--- src/rtl/nmr_bstrm_arb_encoder.sv ---
// Compresses a serial bitstream into generator words {data, pattern, all_1, all_0, eos}
// and buffers them in a first-word-fall-through FIFO.
module nmr_bstrm_arb_encoder #(
    parameter int DATA_WIDTH = 20,
    parameter int FIFO_DEPTH = 8
) (
    input  logic                  CLK,
    input  logic                  RST_N,
    input  logic                  START,
    input  logic                  STOP,
    input  logic                  IN,
    output logic [DATA_WIDTH-1:0] data,
    output logic                  pattern_mode,
    output logic                  all_1_mode,
    output logic                  all_0_mode,
    output logic                  end_of_sequence,
    output logic                  VALID,
    input  logic                  READY,
    output logic                  BUSY,
    output logic                  DONE,
    output logic                  OVERFLOW
);
    localparam int KW = $clog2(DATA_WIDTH + 1);
    localparam int AW = (FIFO_DEPTH > 1) ? $clog2(FIFO_DEPTH) : 1;
    localparam int CW = $clog2(FIFO_DEPTH + 1);
    localparam int WW = DATA_WIDTH + 4;
    localparam logic [DATA_WIDTH-1:0] CNT_MAX = '1;
    localparam logic [KW-1:0] K_LAST = KW'(DATA_WIDTH - 1);

    typedef enum logic [2:0] {S_IDLE, S_PAT, S_RUN, S_FLUSH, S_EOS} state_t;

    state_t                  state;
    logic [DATA_WIDTH-1:0]   buffer;
    logic [DATA_WIDTH-1:0]   cnt;
    logic [KW-1:0]           k;
    logic                    level;
    logic                    flush_run;

    logic [DATA_WIDTH-1:0]   shifted;
    logic                    pat_full;
    logic                    shifted_uniform;
    logic [DATA_WIDTH-1:0]   aligned;
    logic                    lead;
    logic                    going;
    logic [KW-1:0]           run_len;
    logic                    push;
    logic [WW-1:0]           word;

    logic [WW-1:0]           mem [FIFO_DEPTH];
    logic [AW-1:0]           wr_ptr;
    logic [AW-1:0]           rd_ptr;
    logic [CW-1:0]           count;
    logic                    full;
    logic                    pop;
    logic                    do_write;

    assign shifted         = {buffer[DATA_WIDTH-2:0], IN};
    assign pat_full        = (k == K_LAST);
    assign shifted_uniform = (shifted == '0) || (shifted == CNT_MAX);

    // Length of the leading run among the k buffered bits, oldest bit first.
    always_comb begin
        aligned = buffer << (DATA_WIDTH - int'(k));
        lead    = aligned[DATA_WIDTH-1];
        run_len = '0;
        going   = 1'b1;
        for (int i = 0; i < DATA_WIDTH; i++) begin
            if (going && (i < int'(k)) && (aligned[DATA_WIDTH-1-i] == lead))
                run_len = run_len + KW'(1);
            else
                going = 1'b0;
        end
    end

    always_comb begin
        push = 1'b0;
        word = '0;
        case (state)
            S_PAT: begin
                if (!STOP && pat_full && !shifted_uniform) begin
                    push = 1'b1;
                    word = {shifted, 4'b1000};
                end
            end
            S_RUN: begin
                if (!STOP && !((IN == level) && (cnt != CNT_MAX))) begin
                    push = 1'b1;
                    word = {cnt, 1'b0, level, ~level, 1'b0};
                end
            end
            S_FLUSH: begin
                if (flush_run) begin
                    push = 1'b1;
                    word = {cnt, 1'b0, level, ~level, 1'b0};
                end else if (k != '0) begin
                    push = 1'b1;
                    word = {DATA_WIDTH'(run_len), 1'b0, lead, ~lead, 1'b0};
                end
            end
            S_EOS: begin
                push = 1'b1;
                word = {{DATA_WIDTH{1'b0}}, 4'b0001};
            end
            default: ;
        endcase
    end

    always_ff @(posedge CLK or negedge RST_N) begin
        if (!RST_N) begin
            state     <= S_IDLE;
            buffer    <= '0;
            cnt       <= '0;
            k         <= '0;
            level     <= 1'b0;
            flush_run <= 1'b0;
            BUSY      <= 1'b0;
            DONE      <= 1'b0;
        end else begin
            DONE <= 1'b0;
            case (state)
                S_IDLE: begin
                    if (START) begin
                        state     <= S_PAT;
                        BUSY      <= 1'b1;
                        buffer    <= '0;
                        k         <= '0;
                        flush_run <= 1'b0;
                    end
                end
                S_PAT: begin
                    if (STOP) begin
                        state     <= S_FLUSH;
                        flush_run <= 1'b0;
                    end else begin
                        buffer <= shifted;
                        if (pat_full) begin
                            k <= '0;
                            if (shifted_uniform) begin
                                state <= S_RUN;
                                level <= IN;
                                cnt   <= DATA_WIDTH'(DATA_WIDTH);
                            end
                        end else begin
                            k <= k + KW'(1);
                        end
                    end
                end
                S_RUN: begin
                    if (STOP) begin
                        state     <= S_FLUSH;
                        flush_run <= 1'b1;
                    end else if ((IN == level) && (cnt != CNT_MAX)) begin
                        cnt <= cnt + DATA_WIDTH'(1);
                    end else begin
                        state  <= S_PAT;
                        buffer <= DATA_WIDTH'(IN);
                        k      <= KW'(1);
                    end
                end
                S_FLUSH: begin
                    if (flush_run) begin
                        state     <= S_EOS;
                        flush_run <= 1'b0;
                    end else if (k == '0) begin
                        state <= S_EOS;
                    end else begin
                        k <= k - run_len;
                        if (run_len == k) state <= S_EOS;
                    end
                end
                S_EOS: begin
                    state <= S_IDLE;
                    BUSY  <= 1'b0;
                    DONE  <= 1'b1;
                end
                default: state <= S_IDLE;
            endcase
        end
    end

    // A push into a full FIFO only lands if the head is leaving in the same cycle.
    assign VALID    = (count != '0);
    assign full     = (count == CW'(FIFO_DEPTH));
    assign pop      = VALID && READY;
    assign do_write = push && (!full || pop);

    always_ff @(posedge CLK) begin
        if (do_write) mem[wr_ptr] <= word;
    end

    always_ff @(posedge CLK or negedge RST_N) begin
        if (!RST_N) begin
            wr_ptr   <= '0;
            rd_ptr   <= '0;
            count    <= '0;
            OVERFLOW <= 1'b0;
        end else begin
            if (do_write) wr_ptr <= wr_ptr + AW'(1);
            if (pop) rd_ptr <= rd_ptr + AW'(1);
            count <= count + CW'(do_write) - CW'(pop);
            if ((state == S_IDLE) && START)
                OVERFLOW <= 1'b0;
            else if (push && !do_write)
                OVERFLOW <= 1'b1;
        end
    end

    assign {data, pattern_mode, all_1_mode, all_0_mode, end_of_sequence} =
        VALID ? mem[rd_ptr] : '0;
endmodule

--- config.mk ---
export PLATFORM = sky130hd
export DESIGN_NAME = nmr_bstrm_arb_encoder
export DESIGN_NICKNAME = d
export VERILOG_FILES = /design/src/rtl/nmr_bstrm_arb_encoder.sv
export SDC_FILE = /design/constraint.sdc
export NUM_CORES = 1
export LEC_CHECK = 0
export ABC_AREA = 1
export CORE_ASPECT_RATIO = 1.25
export CORE_UTILIZATION = 60
export CTS_BUF_LIST = sky130_fd_sc_hd__clkbuf_16
export DETAILED_ROUTE_END_ITERATION = 6
export HOLD_SLACK_MARGIN = 0.05
export PLACE_DENSITY = 0.85
export SYNTH_ARGS = -nofsm -noshare
export SYNTH_HDL_FRONTEND = slang
export SYNTH_SLANG_ARGS = --single-unit
--- constraint.sdc ---
create_clock -name CLK -period 16.3 [get_ports CLK]
set_clock_uncertainty 0.2 [all_clocks]
set_input_delay 4.075 -clock CLK [delete_from_list [all_inputs] [get_ports CLK]]
set_output_delay 4.075 -clock CLK [all_outputs]
set_load 0.02 [all_outputs]
==> impl_metrics.yaml <==
run_status:
  status: "complete, no violations"
worst_hold_path:
  hp-start: "count[0]"
  min_path_type: "flop to flop"
floorplan:
  io_pins: 34
  core_area_sq_um: 24400
  die_area_sq_um: 25400
  rows: 64
  initial_utilization_pct: 60.9
  dieHeight_um: 178
  die_w_um: 143
timing:
  finalSetupViolations: 0
  max_clock_freq_ghz: 0.0670
  min_period_ns: 14.92
  max_slew_margin_pct: 30.6
  tightest_slew_ns: 1.03
  hold_viol_final: 0
  rsz0062_at_grt: "false"
  setup_tns_ns: 0
  finalCritPeriodShare_pct: 91.5
  slew_violations: 0
grt:
  grt_use_total_pct: 29.2
  grt_max_degree: 86
  grt_overflow_total: 0
  antenna_found_initial: 0
  grt_pass1_wl_um: 58600
  grt_pass1_vias: 12100
layout:
  layout-drive-gt1-share_pct: 10.2
  synthToLayoutAreaGrowth_pct: 8.90
  postLayoutCoreUtil_pct: 66.3
  finalNetCount: 1816
  most-common-layout-cells: "281 x nand2_1, 229 x nor2_1, 192 x edfxtp_1, 191 x o21ai_0, 179 x inv_1"
  stdcell_area_sq_um: 16200
  final_common_cell: "nand2_1"
  num_antenna_cells: 0
worst_setup_path:
  cp_max_fo: 20
  critPathSlowestCell: "ha_2"
  cpPeakStageDelay_ns: 0.62
  cp-end-kind: "flop"
  crit_top_cell: "nand2_1"
  worstSetupPathType: "flop to flop"
  crit_path_start_kind: "flop"
  crit_required_ns: 16.50
  cp.arrival_ns: 15.12
  crit_start: "k[1]"
  r2r-start: "k[1]"
route:
  drt-pass1-iter-count: 6
  wl_met2_um: 18200
  detail_route.wirelength.met1_um: 14000
  dr.first_iter.drc_count: 1094
  drc: 0
  routedWlPerCell_um: 16.8
  ant_nets: 0
  vias: 12500
  highest_layer: "met4"
  route.met3.wl_um: 2110
  drt_wl_total_um: 35600
  viasPerCell: 5.91
run:
  drv_cap: 0
placement:
  io_buffers: 33
  dp.final_hpwl_um: 24000
  place_congestion: 1.00
  place_area_sq_um: 15500
clock_tree:
  hold_buffers: 0
  clk_pin_slew_ns: 0.06
  root_buffer: "clkbuf_16"
  htree_levels: 1
  cts_buffer_depth: 3
  cts.sinks: 255
  cts_tree: "yes"
  cts_setup_buffers: 0
  ctsResizeCount: 0
  cts_buffers: 23
  clock_latency_ns: 0.51
power_and_ir_drop:
  p_leak_nw: 6.60
  power_density_nw_per_um2: 190
  peakVddDrop_uv: 123
yosys:
  yosys_warnings: 0
  synthDistinctLibCells: 57
  synth_cells: 1768
  ys_seq_elements: 255
  yosysSeqAreaShare_pct: 49.4
  syn_nets: 1809
  synthesis.area_sq_um: 14900
  synth_area_per_cell_sq_um: 8.41
final timing paths:
kind | end | slack [ns] | cells past startpoint
worst max-delay path | k[4] | 1.38 | 82
worst min-delay path | count[0] | 0.31 | 1
worst max register to register | k[4] | 1.38 | 82
worst min register to register | count[0] | 0.31 | 1
max in group asynchronous | k[0] | 11.77 | 2
min in group asynchronous | OVERFLOW | 3.54 | 2
cells in the mapped netlist (all sizes together):
master	number	share of area (%)
o31ai	1	0.050
a22o	1	0.059
o21a	4	0.20
ha	33	2.8
or2	7	0.29
inv	188	4.7
a311oi	1	0.059
fa	2	0.27
o221ai	2	0.12
clkbuf	53	1.3
o21ai	199	6.7
nand4	30	1.3
and2	1	0.059
nor2	254	6.8
clkinv	14	0.42
buf	20	0.79
a221oi	2	0.12
o22ai	39	1.6
a21oi	39	1.4
o21bai	2	0.10
a22oi	3	0.15
a211oi	5	0.25
edfxtp	192	39
o2111ai	1	0.059
nand3b	3	0.15
dfrtp	63	11
xnor2	8	0.47
nor3b	1	0.13
and3	1	0.042
nand3	187	7.2
a32o	1	0.067
o211ai	8	0.40
nor4	10	0.42
nor3	25	0.84
nand2	321	8.9
a21boi	1	0.050
a31oi	30	1.3
xor2	13	0.82
o32ai	3	0.18
registers in the layout, indices dropped and copies added, names as in the netlist, 3 cells and up:
| register | cells |
|---|---|
| state | 3 |
| rd_ptr | 3 |
| cnt | 20 |
| buffer | 20 |
| count | 4 |
| k | 5 |
| mem | 192 |
| wr_ptr | 3 |
final cells by class:
cell class	count	area (sq um)
clock buffers	24	601
clock inverters	17	100
fillers	1870	8230
inverters	202	772
multi-input cells	1238	6480
flip-flops and latches	255	7340
well taps	330	413
repair buffers	54	483
repair inverters	1	5.00
cell families (layout without fill, tap and decap cells):
kind of cell | after synthesis | count (layout) | share of synthesized area [%]
buffers and inverters | 275 | 298 | 7.30
flip-flops | 255 | 255 | 49.4
adder cells (fa/ha/maj) | 35 | 35 | 3.05
AO/OA/AOI/OAI | 342 | 342 | 12.9
AND/OR/NAND/NOR | 840 | 840 | 26.1
XOR/XNOR | 21 | 21 | 1.29
routing by layer:
layer,global-route usage [%],up-vias
li1,-,6077
met1,35.1,5883
met2,53.1,471
met3,2.79,97
met4,12.8,0
met5,0,-
critical path: cells and delay by family (launching register included):
family / cells / cell delay [ns]
XOR/XNOR: 1 / 0.12
AO/OA/AOI/OAI: 9 / 1.88
AND/OR/NAND/NOR: 38 / 4.43
adder cells (fa/ha/maj): 20 / 6.15
flip-flops: 1 / 0.58
buffers and inverters: 14 / 1.41
through the flow:
stage | hold WS (ns) | std cells | total power, mW | setup slack, ns
6_report | 0.307 | 2121 | 3.08 | 1.38
5_1_grt | 0.331 | 2121 | 3.33 | 0.139
4_1_cts | 0.313 | 2120 | 3.07 | 0.905
3_5_place_dp | 0.300 | 2079 | 2.57 | 0.929
3_3_place_gp | 0.284 | 2079 | 2.51 | 1.51
2_1_floorplan | 0.259 | 1768 | 2.10 | 2.48
power breakdown:
| group | switching [mW] | internal (mW) | total (mW) |
|---|---|---|---|
| clock network | 0.222 | 0.281 | 0.503 |
| logic | 1.14 | 0.569 | 1.71 |
| registers | 0.0590 | 0.808 | 0.867 |
No activity file was read; power rests on OpenSTA's default activity.
